File: src/rtl/neopixel_pkg.sv
// Shared types and default timing for the NeoPixel serial transmitter.
package neopixel_pkg;

    localparam int PIX_W = 24;
    localparam int CNT_W = 12;
    localparam int IDX_W = 5;

    // Defaults assume a 50 MHz ACLK
    localparam int DEF_T0H_CYCLES    = 20;
    localparam int DEF_T1H_CYCLES    = 40;
    localparam int DEF_TBIT_CYCLES   = 63;
    localparam int DEF_TLATCH_CYCLES = 2800;

    typedef enum logic [1:0] {
        IDLE,
        HIGH,
        LOW,
        LATCH
    } state_t;

endpackage

File: src/rtl/neopixel_tx.sv
// Serialises 24-bit GRB pixels onto a single-wire NeoPixel line with back-to-back
// pixel chaining, end-of-frame latch time, and underrun detection.
//
// state | meaning
// IDLE  | line low, waiting for the first pixel of a frame
// HIGH  | high part of the current bit (T0H or T1H cycles)
// LOW   | low remainder of the bit; at its end shift, chain, latch or underrun
// LATCH | line held low for the latch time, then done pulses
module neopixel_tx
    import neopixel_pkg::*;
#(
    parameter int T0H_CYCLES    = DEF_T0H_CYCLES,
    parameter int T1H_CYCLES    = DEF_T1H_CYCLES,
    parameter int TBIT_CYCLES   = DEF_TBIT_CYCLES,
    parameter int TLATCH_CYCLES = DEF_TLATCH_CYCLES
) (
    input  logic             ACLK,
    input  logic             ARESET,
    input  logic [PIX_W-1:0] pix_data,
    input  logic             pix_valid,
    output logic             pix_ready,
    input  logic             pix_last,
    output logic             dout,
    output logic             busy,
    output logic             done,
    output logic             underrun
);

    if (!(T0H_CYCLES >= 1 && T0H_CYCLES < T1H_CYCLES && T1H_CYCLES < TBIT_CYCLES &&
          TBIT_CYCLES <= 4095 && TLATCH_CYCLES >= 1 && TLATCH_CYCLES <= 4095)) begin : g_bad_timing
        $error("neopixel_tx: illegal timing parameters");
    end

    localparam logic [CNT_W-1:0] T0H_END    = CNT_W'(T0H_CYCLES - 1);
    localparam logic [CNT_W-1:0] T1H_END    = CNT_W'(T1H_CYCLES - 1);
    localparam logic [CNT_W-1:0] TBIT_END   = CNT_W'(TBIT_CYCLES - 1);
    localparam logic [CNT_W-1:0] TLATCH_END = CNT_W'(TLATCH_CYCLES - 1);

    state_t             state;
    logic [CNT_W-1:0]   cnt;
    logic [IDX_W-1:0]   idx;
    logic [PIX_W-1:0]   shift;
    logic               last;
    logic               take;
    logic [CNT_W-1:0]   high_end;

    // Ready only when a new pixel can start on the very next bit slot
    assign pix_ready = !ARESET &&
                       ((state == IDLE) ||
                        (state == LOW && idx == '0 && cnt == TBIT_END && !last));
    assign take      = pix_valid && pix_ready;
    assign high_end  = shift[PIX_W-1] ? T1H_END : T0H_END;
    assign busy      = (state != IDLE);

    always_ff @(posedge ACLK) begin
        if (ARESET) begin
            state    <= IDLE;
            cnt      <= '0;
            idx      <= '0;
            shift    <= '0;
            last     <= 1'b0;
            dout     <= 1'b0;
            done     <= 1'b0;
            underrun <= 1'b0;
        end else begin
            done     <= 1'b0;
            underrun <= 1'b0;
            if (take) begin
                shift <= pix_data;
                last  <= pix_last;
                idx   <= IDX_W'(PIX_W - 1);
                cnt   <= '0;
                state <= HIGH;
                dout  <= 1'b1;
            end else begin
                case (state)
                    HIGH: begin
                        cnt <= cnt + 1'b1;
                        if (cnt == high_end) begin
                            state <= LOW;
                            dout  <= 1'b0;
                        end
                    end
                    LOW: begin
                        if (cnt == TBIT_END) begin
                            cnt <= '0;
                            if (idx != '0) begin
                                shift <= {shift[PIX_W-2:0], 1'b0};
                                idx   <= idx - 1'b1;
                                state <= HIGH;
                                dout  <= 1'b1;
                            end else if (last) begin
                                state <= LATCH;
                            end else begin
                                underrun <= 1'b1;
                                state    <= IDLE;
                            end
                        end else begin
                            cnt <= cnt + 1'b1;
                        end
                    end
                    LATCH: begin
                        if (cnt == TLATCH_END) begin
                            cnt   <= '0;
                            done  <= 1'b1;
                            state <= IDLE;
                        end else begin
                            cnt <= cnt + 1'b1;
                        end
                    end
                    default: ;
                endcase
            end
        end
    end

endmodule

File: config.mk
export PLATFORM = sky130hd
export DESIGN_NAME = neopixel_tx
export DESIGN_NICKNAME = d
export VERILOG_FILES = /design/src/rtl/neopixel_pkg.sv /design/src/rtl/neopixel_tx.sv
export SDC_FILE = /design/constraint.sdc
export NUM_CORES = 1
export LEC_CHECK = 0
export BUFFER_PORTS_ARGS = -buffer_cell sky130_fd_sc_hd__buf_2
export CELL_PAD_IN_SITES_DETAIL_PLACEMENT = 0
export CELL_PAD_IN_SITES_GLOBAL_PLACEMENT = 1
export CORE_AREA = 5 5 83 85
export CTS_BUF_LIST = sky130_fd_sc_hd__clkbuf_16
export CTS_CLUSTER_DIAMETER = 60
export DETAILED_ROUTE_END_ITERATION = 6
export DIE_AREA = 0 0 88 90
export PLACE_DENSITY_LB_ADDON = 0.1
export SKIP_CTS_REPAIR_TIMING = 1
export SYNTH_ARGS = -nofsm -noshare
export SYNTH_HDL_FRONTEND = slang
export SYNTH_SLANG_ARGS = --single-unit
File: constraint.sdc
create_clock -name ACLK -period 3.11 [get_ports ACLK]
set_clock_uncertainty 0.15 [all_clocks]
set_input_delay 0.933 -clock ACLK [delete_from_list [all_inputs] [get_ports ACLK]]
set_output_delay 0.933 -clock ACLK [all_outputs]
set_load 0.01 [all_outputs]
==> results.md, run 1 <==
- Mapped Avg Cell Area: 8.84 um^2
- Async SR Flop Fraction: 0%
- Tightest Pin Transition: 0.650 ns
- Clock buffer depth: 2
- Initial Util: 40.8%
- Vias: 2028
- Mean routed wirelength per cell: 14.0 um
- Hold path start: shift[0]$_SDFFE_PP0P_
- Hold Crit Endpoint: shift[0]$_SDFFE_PP0P_
- Post-Syn Nets: 315
- Post-synth EDFFs: 0
- Worst min path class: flop to flop
- Top FF cell, synth: dfxtp_1
- Die area: 7920 um^2
- WP data required: 2.03 ns
- Leading area contributor after synthesis: dfxtp_1
- Final setup margin: 0.0968 ns
- Final setup fails: 0
- Die height: 90 um
- CP max-delay cell: or4b_4
- Clock slew at reported path FFs: 0.06 ns
- CP bufs+invs: 2
- Synth unique cells: 42
- Final ANT Viol Nets: 0
- Clock root buffer master: clkbuf_16
- WHS: 0.325 ns
- Final core occ: 46.3%
- Initial antenna violation count: 0
- CP arrival: 1.93 ns
- Synth-to-layout area growth: 13.6%
- Reg2reg end: shift[17]$_SDFFE_PP0P_
- Setup WS pre-CTS: 0.152 ns
- Static leakage: 1.05 nW
- WL final: 5.46 mm
- GP Congestion: 0.748
- Worst reg2reg path startpoint: idx[0]$_SDFFE_PP0P_
- Pwr Total: 1.33 mW
- Fin crit period: 3.01 ns
- Crit path cell chain: inv_1 > ha_2 > or4b_4 > nor3_4 > nand3_1 > a21oi_1 > buf_2
- Area contributors post-synth: dfxtp_1, a311oi_2, nand2_1, nor2_1, xor2_1
- Placed Instance Area: 2660 um^2
- Skew-Pair Late Insertion Delay: 0.28 ns
- Worst Reg-to-Reg Cells: 9
- CP endpoint kind: primary output
- Met2 routed WL: 2.65 mm
- Normalized max-slew margin: 56.7%
- GRT Residual Overflow: 0
- Post-Syn Instances: 283
- Most frequent cells in the layout: nand2_1, dfxtp_1, nor2_1
- Buffers on Ports: 32
- Setup TNS: 0 ns
- Sequential fraction of the synthesis area: 37.6%
- # Max-Cap Violations: 0
- Crit path largest cell delay: 0.48 ns
- Crit path launch type: flop
- Worst Path Max Fanout: 5
- Core area: 6130 um^2
- # IOs: 33
- Worst setup path startpoint: cnt[0]$_SDFFE_PP0N_
- 1st-iter DRT viols: 44
- Final Hold Fails: 0
- Fraction of layout cells with a size suffix above 1: 26.9%
- Inserted Clock Buffers: 5
- Top routing layer in use: met4
- Max frequency: 332 MHz
- Yosys top cell area share: 37.6%
- Drt first pass iters: 4
- Layout Nets: 343
- Htree depth: 2
- DRC Markers: 0
- First-pass GRT wire length: 9.31 mm
- Hpwl dp: 3.66 mm
- Slew Viols, Final: 0
- Antenna fix cells: 0
- Hold Crit Depth: 2
- Ys Warns: 0
- Post-Synthesis Cell Area: 2500 um^2
- RSZ-0062 raised after global routing: no
- Via-to-Cell Ratio: 5.21
- Outcome: finished clean
- Rows: 29
- CTS Sinks: 47
- Post-synthesis register bit count: 47
- CP top delay family: simple AND/OR/NAND/NOR gates
- Commonest non-fill, non-tap cell in the layout: nand2_1
- GRT Resource Usage Total: 14.3%
- Met3 WL: 163 um
- Vias in the first global route: 2016
- Crit share post-route: 96.9%
- Largest net degree at the start of global routing: 56
- Die W: 88 um
- Placed cells: 379
- CTS tree: built
- Non-Filler Instances: 389
- Wl on met1: 2.60 mm
- Fin area: 2840 um^2
- Peak VDD IR: 303 uV
- R2R setup slack: 0.39 ns
- Pwr/cell area: 466 nW/um^2
- Crit Path Class: flop to primary output
## synthesized netlist by cell type (all sizes together) (6+ instances only)
master,n
and3,6
nor2,45
nand3,10
a311oi,23
nand4,7
a21oi,6
clkbuf,9
buf,11
dfxtp,47
nand2,52
inv,6
o21ai,6
xor2,10
## cell families after synthesis
| logic type | Yosys count | share of synthesized area, % |
|---|---|---|
| and+or+nand+nor | 147 | 28.4 |
| DFF | 47 | 37.6 |
| AOI/OAI and AO/OA | 43 | 19.4 |
| buffers and inverters | 26 | 6.85 |
| xor gates and xnor gates | 14 | 4.90 |
| adders and majority gates | 4 | 2.00 |
| muxes | 2 | 0.850 |
## registers in the layout, summed over array words and instances, names as in the netlist
signal,flops
cnt,12
state,2
underrun,1
shift,24
dout,1
last,1
idx,5
done,1
## power by group
| group | internal (mW) | switching [mW] |
|---|---|---|
| Clock | 0.293 | 0.220 |
| Combinational | 0.0736 | 0.0840 |
| Sequential | 0.635 | 0.0195 |
| Total | 1.00 | 0.324 |
## layout make-up
| class | count | area (um^2) |
|---|---|---|
| inverters | 6 | 22.5 |
| clock inverters | 3 | 16.3 |
| multi-input cells | 210 | 1410 |
| fillers | 616 | 3290 |
| flip-flops and latches | 47 | 941 |
| repair buffers | 41 | 228 |
| clock buffers | 5 | 125 |
| well taps | 77 | 96.3 |
## tightest hold or removal path, delay by kind of cell (launching register included)
| family | cells | cell delay (ns) |
|---|---|---|
| flops | 1 | 0.31 |
| compound gates | 1 | 0.06 |
| simple gates | 1 | 0.06 |
## worst max-delay path by stage
stage,end,slack [ns],cells after the start
floorplan,pix_ready,0.25,6
global placement,pix_ready,0.17,7
detailed placement,pix_ready,0.15,7
CTS,pix_ready,-0.16,7
global route,pix_ready,0.02,7
finish,pix_ready,0.1,7
## layer usage
metal	GRT usage (%)	vias up
li1	-	1049
met1	17.9	954
met2	24.7	21
met3	2.83	4
met4	3.84	0
met5	0	-
No activity file was read; power rests on OpenSTA's default activity.
==> run 2, diff against run 1 <==
BUFFER_PORTS_ARGS = default   (was -buffer_cell sky130_fd_sc_hd__buf_2)
CORE_AREA = 5 5 79 81   (was 5 5 83 85)
DIE_AREA = 0 0 84 86   (was 0 0 88 90)
DONT_BUFFER_PORTS = 1   (was default)
==> results.md, run 2 (same netlist as run 1, synthesis figures left out) <==
- Skew-Pair Late Insertion Delay: 0.28 ns (about the same)
- Final setup margin: 0.105 ns (+0.00868 ns)
- Worst reg2reg path startpoint: cnt[0]$_SDFFE_PP0N_
- Buffers on Ports: 0 (-100%)
- Htree depth: 2 (unchanged)
- First-pass GRT wire length: 8.73 mm (-6.2%)
- Mean routed wirelength per cell: 14.7 um (+4.8%)
- FILL cells: 520 (-16%)
- 1st-iter DRT viols: 102 (+130%)
- Crit path launch type: flop
- Crit path cell chain: inv_1 > ha_2 > or4b_4 > nor3_2 > nand3_1 > a21oi_2
- Area of the multi-input gates: 1410 um^2 (-0.44%)
- WP data required: 2.03 ns (about the same)
- Clock slew at reported path FFs: 0.07 ns (about the same)
- Final Hold Fails: 0 (unchanged)
- Static leakage: 0.938 nW (-11%)
- GRT Residual Overflow: 0 (unchanged)
- Register area: 946 um^2 (+0.53%)
- GP Congestion: 0.816 (+9.0%)
- Drt first pass iters: 4 (unchanged)
- Reg2reg end: shift[1]$_SDFFE_PP0P_
- Hold Crit Depth: 2 (unchanged)
- Rows: 27 (-6.9%)
- Most frequent cells in the layout: nand2_1, dfxtp_1, nor2_1
- CP bufs+invs: 1 (-1)
- CP max-delay cell: or4b_4
- CTS Sinks: 47 (unchanged)
- Peak VDD IR: 326 uV (+7.6%)
- RSZ-0062 raised after global routing: no
- Hold path start: shift[0]$_SDFFE_PP0P_
- Setup TNS: 0 ns (unchanged)
- Commonest non-fill, non-tap cell in the layout: nand2_1
- Crit share post-route: 96.6% (-0.28 points)
- Fin crit period: 3.00 ns (-0.00868 ns)
- WL final: 5.18 mm (-5.2%)
- Clock buffer depth: 2 (unchanged)
- Max reg flops: 24 (unchanged)
- Hold Crit Endpoint: shift[0]$_SDFFE_PP0P_
- Normalized max-slew margin: 65.5% (+8.8 points)
- Vias: 1960 (-3.4%)
- Biggest regs: shift x24, cnt x12, idx x5
- Worst Path Max Fanout: 5 (unchanged)
- CTS tree: built
- Outcome: finished clean
- CP arrival: 1.92 ns (about the same)
- Clock root buffer master: clkbuf_16
- Most flops, register: shift
- Placed Instance Area: 2490 um^2 (-6.3%)
- Initial antenna violation count: 0 (unchanged)
- # Max-Cap Violations: 0 (unchanged)
- Pwr Total: 1.39 mW (+4.8%)
- CP endpoint kind: primary output
- Final setup fails: 0 (unchanged)
- Max frequency: 333 MHz (+0.29%)
- DRC Markers: 0 (unchanged)
- Fin area: 2700 um^2 (-4.9%)
- Pwr/cell area: 514 nW/um^2 (+10%)
- Setup WS pre-CTS: 0.180 ns (+0.0272 ns)
- GRT Resource Usage Total: 14.6% (+0.31 points)
- Crit path largest cell delay: 0.46 ns (-0.02 ns)
- R2R setup slack: 0.46 ns (+0.07 ns)
- Slew Viols, Final: 0 (unchanged)
- Worst Reg-to-Reg Cells: 9 (unchanged)
- Hpwl dp: 3.48 mm (-5.0%)
- Placed cells: 342 (-9.8%)
- Non-Filler Instances: 352 (-9.5%)
- Die height: 86 um (-4.4%)
- Fraction of layout cells with a size suffix above 1: 19.6% (-7.3 points)
- Core area: 5410 um^2 (-12%)
- Die area: 7220 um^2 (-8.8%)
- Worst min path class: flop to flop
- Tightest Pin Transition: 0.517 ns (-0.133 ns)
- Die W: 84 um (-4.5%)
- Final ANT Viol Nets: 0 (unchanged)
- Synth-to-layout area growth: 8.00%
- Initial Util: 46.3% (+5.5 points)
- Largest net degree at the start of global routing: 44 (-21%)
- CP top delay family: simple AND/OR/NAND/NOR gates
- Crit Path Class: flop to primary output
- Antenna fix cells: 0 (unchanged)
- Via-to-Cell Ratio: 5.57 (+6.8%)
- Inserted Clock Buffers: 5 (unchanged)
- # IOs: 33 (unchanged)
- Layout Nets: 311 (-9.3%)
- Vias in the first global route: 1861 (-7.7%)
-- run 2: worst max path at each step --
stage | slack (ns) | endpoint | cells past startpoint | start
after global placement | 0.23 | pix_ready | 6 | cnt[0]$_SDFFE_PP0N_
after CTS | -0.13 | pix_ready | 6 | cnt[0]$_SDFFE_PP0N_
final | 0.11 | pix_ready | 6 | cnt[0]$_SDFFE_PP0N_
after global routing | 0.009 | pix_ready | 6 | idx[0]$_SDFFE_PP0P_
after floorplan | 0.25 | pix_ready | 6 | cnt[0]$_SDFFE_PP0N_
after detailed placement | 0.18 | pix_ready | 6 | cnt[0]$_SDFFE_PP0N_
-- run 2: per-stage QoR --
step	utilization (%)	hold slack [ns]
4_1_cts	49.3	0.340
3_3_place_gp	46.2	0.324
5_1_grt	50.0	0.348
2_1_floorplan	-	0.298
6_report	50.0	0.331
3_5_place_dp	46.2	0.329
-- run 2: cell type report --
| type | instances | area share [%] |
|---|---|---|
| repair buffers | 9 | 2.50 |
| inverters | 6 | 0.834 |
| clock inverters | 3 | 1.62 |
| multi-input cells | 210 | 52.1 |
| flip-flops and latches | 47 | 35.0 |
| clock buffers | 5 | 4.63 |
| well taps | 72 | 3.33 |
-- run 2: power breakdown --
part           internal, mW  leakage (nW)  switching (mW)  total, mW
Sequential            0.634         0.386          0.0207      0.655
Combinational        0.0575         0.469          0.0669      0.124
Clock                 0.379        0.0838           0.231      0.610
-- run 2: routing by layer --
layer / track usage [%] / vias up / routed length (um)
met2: 23.4 / 46 / 2470
met5: 0 / - / 0
met1: 18.8 / 915 / 2330
met4: 5.41 / 0 / 92
li1: - / 991 / -
met3: 4.23 / 8 / 289
-- run 2: worst min-delay path, cell delays in order, from the launching register on --
cell	delay, ns
dfxtp_1	0.32
nand3_1	0.06
a21oi_1	0.06
